[src/rtl/muldiv_unit.sv]
// muldiv_unit: iterative RISC-V M-extension multiply/divide unit.
//   clk, reset      rising-edge clock, synchronous active-high reset
//   start           one-cycle request, sampled only while idle
//   funct3          M-extension operation select
//   word            RV64 *W op (32-bit operate, sign-extended result)
//   operand_a/b     rs1 / rs2 values
//   busy            high from the edge that accepts start until done
//   done            one-cycle result-valid pulse
//   result          registered result, held until the next accepted start
module muldiv_unit #(
  parameter int unsigned XLEN    = 64,
  parameter bit          WORD_EN = 1'b1
) (
  input  logic            clk,
  input  logic            reset,
  input  logic            start,
  input  logic [2:0]      funct3,
  input  logic            word,
  input  logic [XLEN-1:0] operand_a,
  input  logic [XLEN-1:0] operand_b,
  output logic            busy,
  output logic            done,
  output logic [XLEN-1:0] result
);

  localparam int unsigned PW = 2 * XLEN;
  localparam int unsigned CW = $clog2(XLEN);

  typedef enum logic [1:0] {
    S_IDLE,
    S_CALC,
    S_FIN,
    S_DONE
  } state_t;

  state_t          state_q, state_d;
  logic [2:0]      f3_q, f3_d;
  logic            word_q, word_d;
  logic            neg_a_q, neg_a_d;
  logic            neg_b_q, neg_b_d;
  logic            special_q, special_d;
  logic [CW-1:0]   cnt_q, cnt_d;
  logic [PW-1:0]   mc_q, mc_d;     // multiplicand (shifts left) / divisor magnitude
  logic [XLEN-1:0] ml_q, ml_d;     // multiplier (shifts right) / dividend->quotient (shifts left)
  logic [PW-1:0]   acc_q, acc_d;   // product / partial remainder / special-case result
  logic [XLEN-1:0] result_q, result_d;

  // Operand decode, only meaningful in idle
  logic            word_eff;
  logic [XLEN-1:0] mask_n;
  logic [XLEN-1:0] a_n, b_n;
  logic            a_top, b_top;
  logic            sgn_a, sgn_b;
  logic            neg_a, neg_b;
  logic [XLEN-1:0] mag_a, mag_b;
  logic [XLEN-1:0] min_n;
  logic            is_div;
  logic            div_zero, div_ovf;
  logic [XLEN-1:0] spec_res;

  always_comb begin
    word_eff = WORD_EN && (XLEN == 64) && word;
    mask_n   = '1;
    if (word_eff) begin
      mask_n = mask_n >> (XLEN - 32);
    end
    a_n   = operand_a & mask_n;
    b_n   = operand_b & mask_n;
    a_top = word_eff ? operand_a[31] : operand_a[XLEN-1];
    b_top = word_eff ? operand_b[31] : operand_b[XLEN-1];

    is_div = funct3[2];
    if (is_div) begin
      sgn_a = ~funct3[0];
      sgn_b = ~funct3[0];
    end else begin
      sgn_a = (funct3[1:0] != 2'b11);
      sgn_b = ~funct3[1];
    end
    neg_a = sgn_a & a_top;
    neg_b = sgn_b & b_top;
    mag_a = neg_a ? ((~operand_a + XLEN'(1)) & mask_n) : a_n;
    mag_b = neg_b ? ((~operand_b + XLEN'(1)) & mask_n) : b_n;

    min_n    = mask_n ^ (mask_n >> 1);
    div_zero = is_div && (b_n == '0);
    div_ovf  = is_div && !funct3[0] && (a_n == min_n) && (b_n == mask_n);

    spec_res = '0;
    if (div_zero) begin
      spec_res = funct3[1] ? a_n : mask_n;
    end else if (div_ovf) begin
      spec_res = funct3[1] ? '0 : min_n;
    end
  end

  // Datapath terms for the iterate and finish states
  logic [XLEN:0]   rem_sh;
  logic [XLEN+1:0] diff;
  logic [PW-1:0]   prod_s;
  logic [XLEN-1:0] rem_mag;
  logic [XLEN-1:0] quo_s, rem_s;
  logic [XLEN-1:0] raw;
  logic [XLEN-1:0] fin_res;
  logic [CW-1:0]   n_last;
  logic            mul_hi;

  always_comb begin
    rem_sh  = {acc_q[XLEN-1:0], ml_q[XLEN-1]};
    diff    = {1'b0, rem_sh} - {2'b00, mc_q[XLEN-1:0]};
    prod_s  = (neg_a_q ^ neg_b_q) ? -acc_q : acc_q;
    rem_mag = acc_q[XLEN-1:0];
    quo_s   = (neg_a_q ^ neg_b_q) ? -ml_q : ml_q;
    rem_s   = neg_a_q ? -rem_mag : rem_mag;
    n_last  = word_q ? CW'(31) : CW'(XLEN - 1);
    // High-half multiplies in word mode are illegal; they fall back to the low half.
    mul_hi  = (f3_q[1:0] != 2'b00) && !word_q;

    if (special_q) begin
      raw = rem_mag;
    end else if (f3_q[2]) begin
      raw = f3_q[1] ? rem_s : quo_s;
    end else begin
      raw = mul_hi ? prod_s[PW-1:XLEN] : prod_s[XLEN-1:0];
    end

    fin_res = raw;
    if (word_q) begin
      for (int unsigned i = 32; i < XLEN; i++) begin
        fin_res[i] = raw[31];
      end
    end
  end

  always_comb begin
    state_d   = state_q;
    f3_d      = f3_q;
    word_d    = word_q;
    neg_a_d   = neg_a_q;
    neg_b_d   = neg_b_q;
    special_d = special_q;
    cnt_d     = cnt_q;
    mc_d      = mc_q;
    ml_d      = ml_q;
    acc_d     = acc_q;
    result_d  = result_q;

    unique case (state_q)
      S_IDLE: begin
        if (start) begin
          f3_d      = funct3;
          word_d    = word_eff;
          neg_a_d   = neg_a;
          neg_b_d   = neg_b;
          cnt_d     = '0;
          special_d = div_zero || div_ovf;
          if (is_div) begin
            mc_d  = PW'(mag_b);
            // Align the dividend to the top so both widths shift out of bit XLEN-1.
            ml_d  = word_eff ? (mag_a << (XLEN - 32)) : mag_a;
            acc_d = '0;
          end else begin
            mc_d  = PW'(mag_a);
            ml_d  = mag_b;
            acc_d = '0;
          end
          if (div_zero || div_ovf) begin
            acc_d   = PW'(spec_res);
            state_d = S_FIN;
          end else begin
            state_d = S_CALC;
          end
        end
      end

      S_CALC: begin
        cnt_d = cnt_q + CW'(1);
        if (f3_q[2]) begin
          // Restoring step: keep the difference only when it did not borrow.
          if (!diff[XLEN+1]) begin
            acc_d = PW'(diff[XLEN:0]);
            ml_d  = {ml_q[XLEN-2:0], 1'b1};
          end else begin
            acc_d = PW'(rem_sh);
            ml_d  = {ml_q[XLEN-2:0], 1'b0};
          end
        end else begin
          if (ml_q[0]) begin
            acc_d = acc_q + mc_q;
          end
          mc_d = mc_q << 1;
          ml_d = ml_q >> 1;
        end
        if (cnt_q == n_last) begin
          state_d = S_FIN;
        end
      end

      S_FIN: begin
        result_d = fin_res;
        state_d  = S_DONE;
      end

      S_DONE: begin
        state_d = S_IDLE;
      end

      default: begin
        state_d = S_IDLE;
      end
    endcase
  end

  always_ff @(posedge clk) begin
    if (reset) begin
      state_q   <= S_IDLE;
      f3_q      <= '0;
      word_q    <= 1'b0;
      neg_a_q   <= 1'b0;
      neg_b_q   <= 1'b0;
      special_q <= 1'b0;
      cnt_q     <= '0;
      mc_q      <= '0;
      ml_q      <= '0;
      acc_q     <= '0;
      result_q  <= '0;
    end else begin
      state_q   <= state_d;
      f3_q      <= f3_d;
      word_q    <= word_d;
      neg_a_q   <= neg_a_d;
      neg_b_q   <= neg_b_d;
      special_q <= special_d;
      cnt_q     <= cnt_d;
      mc_q      <= mc_d;
      ml_q      <= ml_d;
      acc_q     <= acc_d;
      result_q  <= result_d;
    end
  end

  assign busy   = (state_q == S_CALC) || (state_q == S_FIN);
  assign done   = (state_q == S_DONE);
  assign result = result_q;

endmodule

[config.mk]
export PLATFORM = sky130hd
export DESIGN_NAME = muldiv_unit
export DESIGN_NICKNAME = d
export VERILOG_FILES = /design/src/rtl/muldiv_unit.sv
export SDC_FILE = /design/constraint.sdc
export NUM_CORES = 2
export LEC_CHECK = 0
export CORE_MARGIN = 2
export CORE_UTILIZATION = 50
export DETAILED_ROUTE_END_ITERATION = 8
export PLACE_DENSITY = 0.78
export SKIP_LAST_GASP = 1
export SLEW_MARGIN = 30
export SYNTH_ARGS = -nofsm -noshare
export SYNTH_HDL_FRONTEND = slang
export SYNTH_SLANG_ARGS = --single-unit
[constraint.sdc]
create_clock -name clk -period 4.99 [get_ports clk]
set_clock_uncertainty 0.2 [all_clocks]
set_input_delay 0.7485 -clock clk [delete_from_list [all_inputs] [get_ports clk]]
set_output_delay 0.7485 -clock clk [all_outputs]
set_load 0.02 [all_outputs]
==> metrics.csv <==
metric;value;unit
switching_share;54.87;%
drtIter0Drc;7240;
syn2layout_area_growth;16.00;%
min_period;4.931;ns
rsz0062_at_grt;false;
ctsResizeCount;0;
worstHoldStart;f3_q[0]$_SDFFE_PP0P_;
placed_area;46350;um^2
tns;0;ns
crit_path_top_delay_cell;or4_1;
clock_sinks;399;
syn_avg_cell_area;6.954;um^2
synth_edf_count;0;
post_cts_buffers;0;
fp-row-count;105;
dpl.hpwl;171700;um
maxSlewViolCount;0;
fillers;7820;
drv_cap;0;
wirelength;217000;um
rr_startpoint;acc_q[39]$_SDFFE_PP0P_;
syn-cell-area;41420;um^2
p_leak;18.57;nW
async_reset_ff_share;0;%
grt_max_degree;175;
die_w;291.8;um
p_switching;16.28;mW
hold_viol_final;0;
final_util;58.52;%
worstPathCellList;or4_1 > or4b_1 > buf_4 > or4_1 > o41ai_1 > xor2_1 > buf_4 > a211oi_1 > a21oi_1 > o21ai_0 > mux2i_1 > nor2_1;
critPathArrivalTime;5.30;ns
die_y;291.8;um
cts.path.max_buffers;3;
fin_nets;6493;
placedCellCount;7171;
antenna_found_initial;12;
relSlewSlack;29.76;%
hold_ws;0.2676;ns
ant_nets;0;
crit_family;simple AND/OR/NAND/NOR gates;
wl_met3;27550;um
p_int;13.39;mW
irDropWorstVdd;540.9;uV
vias_per_cell;6.900;
finalWorstSetupSlack;0.05858;ns
ys_top_cells_by_area;dfxtp_1, a21oi_1, ha_1;
yosysTopAreaCellShare;19.28;%
yosysWarnings;0;
crit_path_start_kind;register;
top_layer;met5;
die_area;85160;um^2
powerDensity;617.4;nW/um^2
postCtsHoldBufs;0;
crit_path_start;acc_q[39]$_SDFFE_PP0P_;
final_area;48050;um^2
grt_usage;48.87;%
cp.required;5.36;ns
dp_slack;0.06213;ns
insertion_delay;0.64;ns
drive_gt1_share;9.643;%
core;82110;um^2
grt_pass1_vias;45720;
worstSetupPathType;register to register;
synth-main-ff-cell;dfxtp_1;
start_util;50.45;%
syn_nets;6296;
path_max_fanout;6;
slowest_delay;0.89;ns
setup_viol;0;
yosys.area.top_type;dfxtp_1;
hold_path.class;register to register;
p_total;29.66;mW
clock_power_share;13.1;%
overflow;0;
wl_met1;81380;um
route.detailed.drc;0;
synth-seq-cells;399;
grt_pass1_wl;311500;um
crit_buf_inv;2;
endpoint_kind;register;
port_buffers;200;
worst_pin_slew;1.043;ns
place_congestion;1.150;
max_freq;202.8;MHz
pin_count;201;
pwr-share-comb;69.8;%
root_buffer;clkbuf_16;
synthDistinctLibCells;93;
wire_per_inst;29.87;um
cts.clk_slew.worst_paths;0.06;ns
syn_inst;5957;
wl_met2;87350;um
layout.cells.non_filler;7267;
sequentialPowerShare;17.1;%
numCtsBuffers;50;
htree_levels;2;
status;finished, final reports clean;
cts_tree;yes;
via_count;50140;
firstDrtPassIters;8;
ys_seq_area_share;19.28;%
timing.final.crit_share;98.83;%
[path summary, 6_finish.rpt]
kind | endpoint | cells after the start | slack [ns]
hold reg to reg | f3_q[0]$_SDFFE_PP0P_ | 2 | 0.27
hold / removal | f3_q[0]$_SDFFE_PP0P_ | 2 | 0.27
setup / recovery | result[2]$_SDFFE_PP0P_ | 12 | 0.06
setup reg to reg | result[2]$_SDFFE_PP0P_ | 12 | 0.06
[cells in the mapped netlist, types with 49 or more instances]
cell type,n
o22ai_1,49
mux2i_1,94
xor2_1,248
buf_1,51
nand2_1,602
a31oi_1,69
o211ai_1,107
inv_1,176
a21oi_1,592
ha_1,202
a211oi_1,215
o21ai_0,418
a221oi_1,52
or3_1,49
nor2_1,618
xnor2_1,274
nand4_1,115
a21o_1,126
dfxtp_1,399
a22oi_1,92
nor3_1,154
nand3_1,96
clkbuf_1,412
o21bai_1,59
o31ai_1,82
[registers in the layout (all words and copies together) (netlist names)]
name	cells
state_q	2
ml_q	64
cnt_q	6
f3_q	3
special_q	1
result	64
neg_a_q	1
word_q	1
mc_q	128
acc_q	128
neg_b_q	1
[cells in the final DEF, fill, tap and decap left out, types with 28 or more instances in the layout]
| cell | count |
|---|---|
| dfxtp_1 | 395 |
| mux2i_1 | 94 |
| nand2_1 | 601 |
| a31oi_1 | 69 |
| xnor2_1 | 273 |
| inv_1 | 176 |
| a21o_1 | 126 |
| clkbuf_16 | 51 |
| a21oi_1 | 590 |
| o41ai_1 | 29 |
| nand4_1 | 115 |
| o22ai_1 | 49 |
| nor4_1 | 43 |
| a211oi_1 | 215 |
| nor2b_1 | 29 |
| o211ai_1 | 107 |
| nor3_1 | 154 |
| ha_1 | 200 |
| o31ai_1 | 82 |
| a22oi_1 | 92 |
| o21a_1 | 28 |
| xor2_1 | 247 |
| buf_4 | 413 |
| nand2b_1 | 42 |
| or3_1 | 49 |
| clkdlybuf4s50_1 | 197 |
| nor2_1 | 614 |
| and3_1 | 28 |
| a221oi_1 | 52 |
| or4_1 | 37 |
| o21ai_0 | 415 |
| o21bai_1 | 59 |
| nand3_1 | 96 |
| and2_1 | 41 |
[worst reg2reg max path, delay by kind of cell, from the launching register on]
family          cells  cell delay [ns]
compound gates      4             1.20
xor+xnor            1             0.14
buf+inv             2             0.38
flops               1             0.52
mux                 1             0.14
simple gates        4             2.29
[routing by layer]
metal / up-vias / GRT usage, %
li1: 22240 / -
met1: 23380 / 61.29
met2: 3630 / 71.07
met3: 880 / 13.23
met4: 12 / 37.29
met5: - / 0
[cell type report]
type                       count  area (um^2)  share of cell area [%]
multi-input combinational   4902        31090                   64.70
clock buffer                  68         1380                   2.872
inverter                     180        675.6                   1.406
antenna                        6        15.01                 0.03125
tap                         1070         1339                   2.786
clock inverter                21        294.0                  0.6119
timing repair buffer         621         5260                   10.95
sequential                   399         7995                   16.64
[cells by family (layout without fill, tap and decap cells)]
| kind of cell | count (synthesis) | in the layout | synth area share (%) |
|---|---|---|---|
| AO/OA/AOI/OAI | 2121 | 2121 | 32.81 |
| buffers and inverters | 656 | 890 | 6.020 |
| XOR/XNOR | 523 | 523 | 11.08 |
| other | 0 | 6 | 0 |
| adder cells (fa/ha/maj) | 204 | 204 | 6.198 |
| flip-flops | 399 | 399 | 19.28 |
| AND/OR/NAND/NOR | 1942 | 1942 | 21.85 |
| multiplexers | 112 | 112 | 2.761 |
[power by group through the flow]
stage,combinational [mW],sequential [mW],clock (mW)
floorplan,12.4,4.64,0
global placement,19.6,5.04,0
detailed placement,19.6,5.05,0
CTS,19.8,4.99,3.88
global route,21.7,5.09,3.99
finish,20.7,5.08,3.89
Power figures use the tool's default switching activity.
